--- src/rtl/seg_scan_decoder.sv ---
// seg_scan_decoder: decodes a multiplexed 4-digit 7-segment scan into a confirmed binary/BCD score.
// A frame is scanned units first; a value is published only after CONFIRM identical frames.
module seg_scan_decoder #(
    parameter int CONFIRM = 2
) (
    input  logic        clk_2ms,
    input  logic        rst,
    input  logic [10:0] display_led,
    output logic [13:0] score,
    output logic [15:0] bcd,
    output logic        score_valid,
    output logic        frame_err,
    output logic        locked
);
    typedef enum logic [1:0] {HUNT, GOT0, GOT1, GOT2} state_t;
    state_t state, state_n;
    logic [3:0] d0, d1, d2, d0_n, d1_n, d2_n;
    logic [13:0] prev, prev_n, score_n, cand;
    logic [15:0] bcd_n;
    logic [1:0] cnt, cnt_n, cnt_inc;
    logic confirmed, confirmed_n, sv_n, fe_n, locked_n;
    logic [3:0] sel, dig;
    logic seg_ok, idle, units_ok, match;

    always_comb begin
        seg_ok = 1'b1;
        case (display_led[6:0])
            7'b1111110: dig = 4'd0;
            7'b0110000: dig = 4'd1;
            7'b1101101: dig = 4'd2;
            7'b1111001: dig = 4'd3;
            7'b0110011: dig = 4'd4;
            7'b1011011: dig = 4'd5;
            7'b1011111: dig = 4'd6;
            7'b1110000: dig = 4'd7;
            7'b1111111: dig = 4'd8;
            7'b1111011: dig = 4'd9;
            default: begin
                dig = 4'd0;
                seg_ok = 1'b0;
            end
        endcase
    end

    assign sel      = display_led[10:7];
    assign idle     = display_led == 11'b1111_0111111;
    assign units_ok = sel == 4'b0001 && seg_ok;
    // The expected select is one-hot, shifted by how many digits are already held.
    assign match    = sel == (4'b0001 << state) && seg_ok;
    assign cand     = 14'(dig) * 14'd1000 + 14'(d2) * 14'd100 + 14'(d1) * 14'd10 + 14'(d0);
    assign cnt_inc  = cnt == 2'(CONFIRM) ? cnt : cnt + 2'd1;

    always_comb begin
        state_n     = state;
        d0_n        = d0;
        d1_n        = d1;
        d2_n        = d2;
        prev_n      = prev;
        cnt_n       = cnt;
        score_n     = score;
        bcd_n       = bcd;
        confirmed_n = confirmed;
        sv_n        = 1'b0;
        fe_n        = 1'b0;
        locked_n    = locked;
        if (idle) begin
            state_n  = HUNT;
            locked_n = 1'b0;
        end else if (match) begin
            state_n = state_t'(state + 2'd1);
            d0_n    = state == HUNT ? dig : d0;
            d1_n    = state == GOT0 ? dig : d1;
            d2_n    = state == GOT1 ? dig : d2;
            if (state == GOT2) begin
                locked_n = 1'b1;
                prev_n   = cand;
                cnt_n    = cand == prev ? cnt_inc : 2'd1;
                if (cnt_n == 2'(CONFIRM) && (cand != score || !confirmed)) begin
                    score_n     = cand;
                    bcd_n       = {dig, d2, d1, d0};
                    sv_n        = 1'b1;
                    confirmed_n = 1'b1;
                end
            end
        end else if (state != HUNT) begin
            fe_n     = 1'b1;
            locked_n = 1'b0;
            cnt_n    = 2'd0;
            state_n  = units_ok ? GOT0 : HUNT;
            d0_n     = units_ok ? dig : d0;
        end
    end

    always_ff @(posedge clk_2ms or posedge rst) begin
        if (rst) begin
            state       <= HUNT;
            d0          <= '0;
            d1          <= '0;
            d2          <= '0;
            prev        <= '0;
            cnt         <= '0;
            score       <= '0;
            bcd         <= '0;
            confirmed   <= 1'b0;
            score_valid <= 1'b0;
            frame_err   <= 1'b0;
            locked      <= 1'b0;
        end else begin
            state       <= state_n;
            d0          <= d0_n;
            d1          <= d1_n;
            d2          <= d2_n;
            prev        <= prev_n;
            cnt         <= cnt_n;
            score       <= score_n;
            bcd         <= bcd_n;
            confirmed   <= confirmed_n;
            score_valid <= sv_n;
            frame_err   <= fe_n;
            locked      <= locked_n;
        end
    end
endmodule

--- config.mk ---
export PLATFORM = sky130hd
export DESIGN_NAME = seg_scan_decoder
export DESIGN_NICKNAME = d
export VERILOG_FILES = /design/src/rtl/seg_scan_decoder.sv
export SDC_FILE = /design/constraint.sdc
export NUM_CORES = 1
export LEC_CHECK = 0
export CELL_PAD_IN_SITES_DETAIL_PLACEMENT = 1
export CELL_PAD_IN_SITES_GLOBAL_PLACEMENT = 1
export CORE_MARGIN = 2
export CORE_UTILIZATION = 47
export CTS_CLUSTER_SIZE = 14
export DETAILED_ROUTE_END_ITERATION = 8
export GPL_TIMING_DRIVEN = 0
export PLACE_DENSITY = 0.87
export SETUP_SLACK_MARGIN = 0.2
export SLEW_MARGIN = 20
export SYNTH_ARGS = -nofsm -noshare
export SYNTH_HDL_FRONTEND = slang
export SYNTH_SLANG_ARGS = --single-unit
--- constraint.sdc ---
create_clock -name clk_2ms -period 5.4 [get_ports clk_2ms]
set_input_delay 1.35 -clock clk_2ms [delete_from_list [all_inputs] [get_ports clk_2ms]]
set_output_delay 1.35 -clock clk_2ms [all_outputs]
set_load 0.05 [all_outputs]
==> reports/results.tsv <==
stage	metric	value	unit
logic_synthesis	syn_nets	558	
global_routing	grt_overflow	0	
sta	final.min_clock_period	7.04	ns
clock_tree	ctsHoldBuffers	0	
floorplan	dieWidth	107	um
logic_synthesis	synth_top_cell_area_share	0.314	
logic_synthesis	synth_seq_cells	63	
detailed_routing	ant_nets	0	
global_routing	grt_start_max_net_pins	41	
sta	rsz0062_at_grt	true	
logic_synthesis	yosys-top-cells-count	dfrtp_1, ha_1, xnor2_1, inv_1, nor2_1	
pwr	vdd_drop_max	114	uV
sta	hold_ws	0.493	ns
logic_synthesis	postSynthAreaPerCell	10.6	um2
clock_tree	cts_buffers	9	
setup_path	rr_endpoint	score[6]$_DFFE_PP0P_	
sta	min_period_over_period	1.30	
sta	hold_viol	0	
detailed_routing	viasPerCell	6.22	
logic_synthesis	synthCells	475	
clock_tree	path_clk_slew	0.07	ns
global_routing	grt_use_total	0.323	
detailed_routing	wl_met3	1.18	mm
clock_tree	clkLatencyLatePin	0.37	ns
place	place_hpwl	10.9	mm
sta	setup_tns	-53.45	ns
place	io_buffers	45	
floorplan	fp.dieArea	11500	um2
detailed_routing	first_pass_iters	5	
logic_synthesis	synth_warnings	0	
run_status	outcome	finished, violations left	
final_layout	finalNetCount	654	
place	gp_congestion	0.854	
detailed_routing	via_count	4427	
clock_tree	clock_tree.buffer_depth	2	
floorplan	die_h	107	um
pwr	p_leak	3.16	nW
setup_path	end_kind	flip-flop	
floorplan	pin_count	46	
flow_run	maxCapViolCount	0	
sta	relSlewSlack	0.420	
detailed_routing	wirelength	19.8	mm
setup_path	cp.required	5.65	ns
final_layout	drive_above_1_share	0.347	
logic_synthesis	synth_ff_type	dfrtp_1	
logic_synthesis	synth_most_common_cell	dfrtp_1	
setup_path	cp-start-kind	input port	
detailed_routing	drtIter0Drc	259	
setup_path	r2r-start	d1[1]$_DFFE_PP0P_	
detailed_routing	drc	0	
sta	max_freq	142	MHz
detailed_routing	highest_layer	met4	
floorplan	row_count	37	
final_layout	num_antenna_cells	0	
clock_tree	clockRootBuffer	clkbuf_8	
logic_synthesis	ys_seq_area_frac	0.314	
min_path	hp-start	confirmed$_DFFE_PP0P_	
pwr	totalPowerFinal	0.00116	W
logic_synthesis	ys_top_cells_by_area	dfrtp_1, ha_1, xnor2_1	
logic_synthesis	ys_types	70	
logic_synthesis	synthArstFlopShare	1.00	
final_layout	area_delta_synth_final	38.1	%
sta	fin_ws	-1.64	ns
detailed_routing	routed-wl-met2	10.1	mm
floorplan	start_util	0.484	
setup_path	path_class	input port to flip-flop	
floorplan	core	10400	um2
min_path	hold_end	confirmed$_DFFE_PP0P_	
global_routing	grt_pass1_vias	4768	
final_layout	final_cell_area	6940	um2
run_status	violations	negative setup slack	
sta	fin_skew	0.0108	ns
detailed_routing	wl_per_cell	27.9	um
clock_tree	ctsHtreeMaxLevel	3	
place	dp_worst_setup_slack	-2.76	ns
detailed_routing	m1WireLength	7.29	mm
pwr	p_per_area	167	nW/um2
min_path	min_path_type	flip-flop to flip-flop	
logic_synthesis	synth_top_area_cell	dfrtp_1	
setup_path	critPathMaxFanout	10	
sta	finalMaxSlewViolations	0	
place	placed_area	5930	um2
min_path	min_path_cells	1	
clock_tree	cts_tree	yes	
logic_synthesis	synth_edf_count	0	
sta	finalSetupViolCount	38	
setup_path	arrival	7.29	ns
setup_path	rr_worst_depth	16	
global_routing	grt_pass1_wl	27.4	mm
global_routing	antenna_found_initial	0	
setup_path	regToRegSetupSlack	-0.39	ns
logic_synthesis	syn-cell-area	5020	um2
sta	tightest_slew	0.870	ns
clock_tree	clkSinkCount	63	
## report_power, final
part           leakage (nW)  total (W)  switching, W  internal, W
sequential            0.848   0.000482    0.00000630     0.000476
combinational          2.22   0.000255      0.000146     0.000109
clock                0.0960   0.000425      0.000213     0.000212
total                  3.16    0.00116      0.000365     0.000797
## registers in the layout, indices dropped and copies added, names as in the netlist
register / cells
bcd: 15
prev: 14
score: 14
d0: 4
d1: 4
d2: 4
cnt: 2
state: 2
confirmed: 1
frame_err: 1
locked: 1
score_valid: 1
## through the flow
step	cells	util
2_1_floorplan	475	-
3_3_place_gp	656	0.569
3_5_place_dp	657	0.572
4_1_cts	702	0.647
5_1_grt	712	0.669
6_report	712	0.669
## metal layers
layer / vias up / global-route usage
met5: - / 0
met4: 0 / 0.179
met2: 234 / 0.570
li1: 1853 / -
met1: 2243 / 0.369
met3: 97 / 0.0545
## cell families (layout without fill, tap and decap cells)
family,count (synthesis),after routing,share of synthesized area
fa+ha+maj,70,70,0.197
xor+xnor,53,53,0.0979
compound gates,73,73,0.103
mux,44,44,0.114
simple gates,121,121,0.126
flops,63,63,0.314
buf+inv,51,152,0.0481
## area by class of cell
| cell class | count | area, um2 |
|---|---|---|
| clock inverters | 6 | 61.3 |
| plain buffers | 14 | 178 |
| fillers | 1045 | 3430 |
| multi-input cells | 361 | 3840 |
| flip-flops and latches | 63 | 1580 |
| well taps | 136 | 170 |
| inverters | 37 | 146 |
| repair buffers | 85 | 836 |
| clock buffers | 10 | 128 |
## worst max-delay path by stage
| stage | endpoint | start | slack [ns] |
|---|---|---|---|
| floorplan | bcd[3]$_DFFE_PP0P_ | display_led[1] | -1.33 |
| global placement | bcd[5]$_DFFE_PP0P_ | display_led[6] | -2.81 |
| detailed placement | bcd[4]$_DFFE_PP0P_ | display_led[6] | -2.76 |
| CTS | score[9]$_DFFE_PP0P_ | display_led[3] | -1.51 |
| global route | score[0]$_DFFE_PP0P_ | display_led[0] | -1.73 |
| finish | score[6]$_DFFE_PP0P_ | display_led[0] | -1.64 |
## cell usage in the layout, fill, tap and decap left out, types with 6 or more instances in the layout
master            n
mux2_4           24
mux2_2           13
xnor2_1          27
xor2_1           11
mux2i_1           6
o21ai_0          13
ha_4             18
clkdlybuf4s50_1  38
o21ai_2           8
fa_1             13
nor2_1           29
nand2_1          28
a21oi_1           9
xnor2_2           9
buf_4            31
nand4_1           8
dfrtp_1          63
clkbuf_8         11
buf_6             9
nor3_1            6
inv_1            32
ha_1             37
buf_12            7
## worst max-delay path, stage by stage
cell	delay, ns
buf_8	0.10
buf_4	0.11
buf_4	0.15
nand4_1	0.16
o22a_4	0.21
and2_4	0.18
inv_6	0.05
ha_4	0.15
fa_2	0.57
inv_2	0.06
fa_2	0.62
fa_1	0.46
inv_2	0.09
ha_4	0.21
ha_4	0.17
clkbuf_16	0.17
and2_4	0.14
or2_4	0.22
a211oi_2	0.23
nand4_1	0.21
or3b_4	0.46
nor4b_4	0.29
and4b_4	0.37
buf_12	0.13
buf_16	0.12
mux2_4	0.29
## what timing repair did
action,in CTS,in global routing
pin swaps,49,34
cloned,1,0
gates resized for setup,94,31
buffers inserted,28,10
endpoints found under the setup margin,42,40
Power figures use the tool's default switching activity.
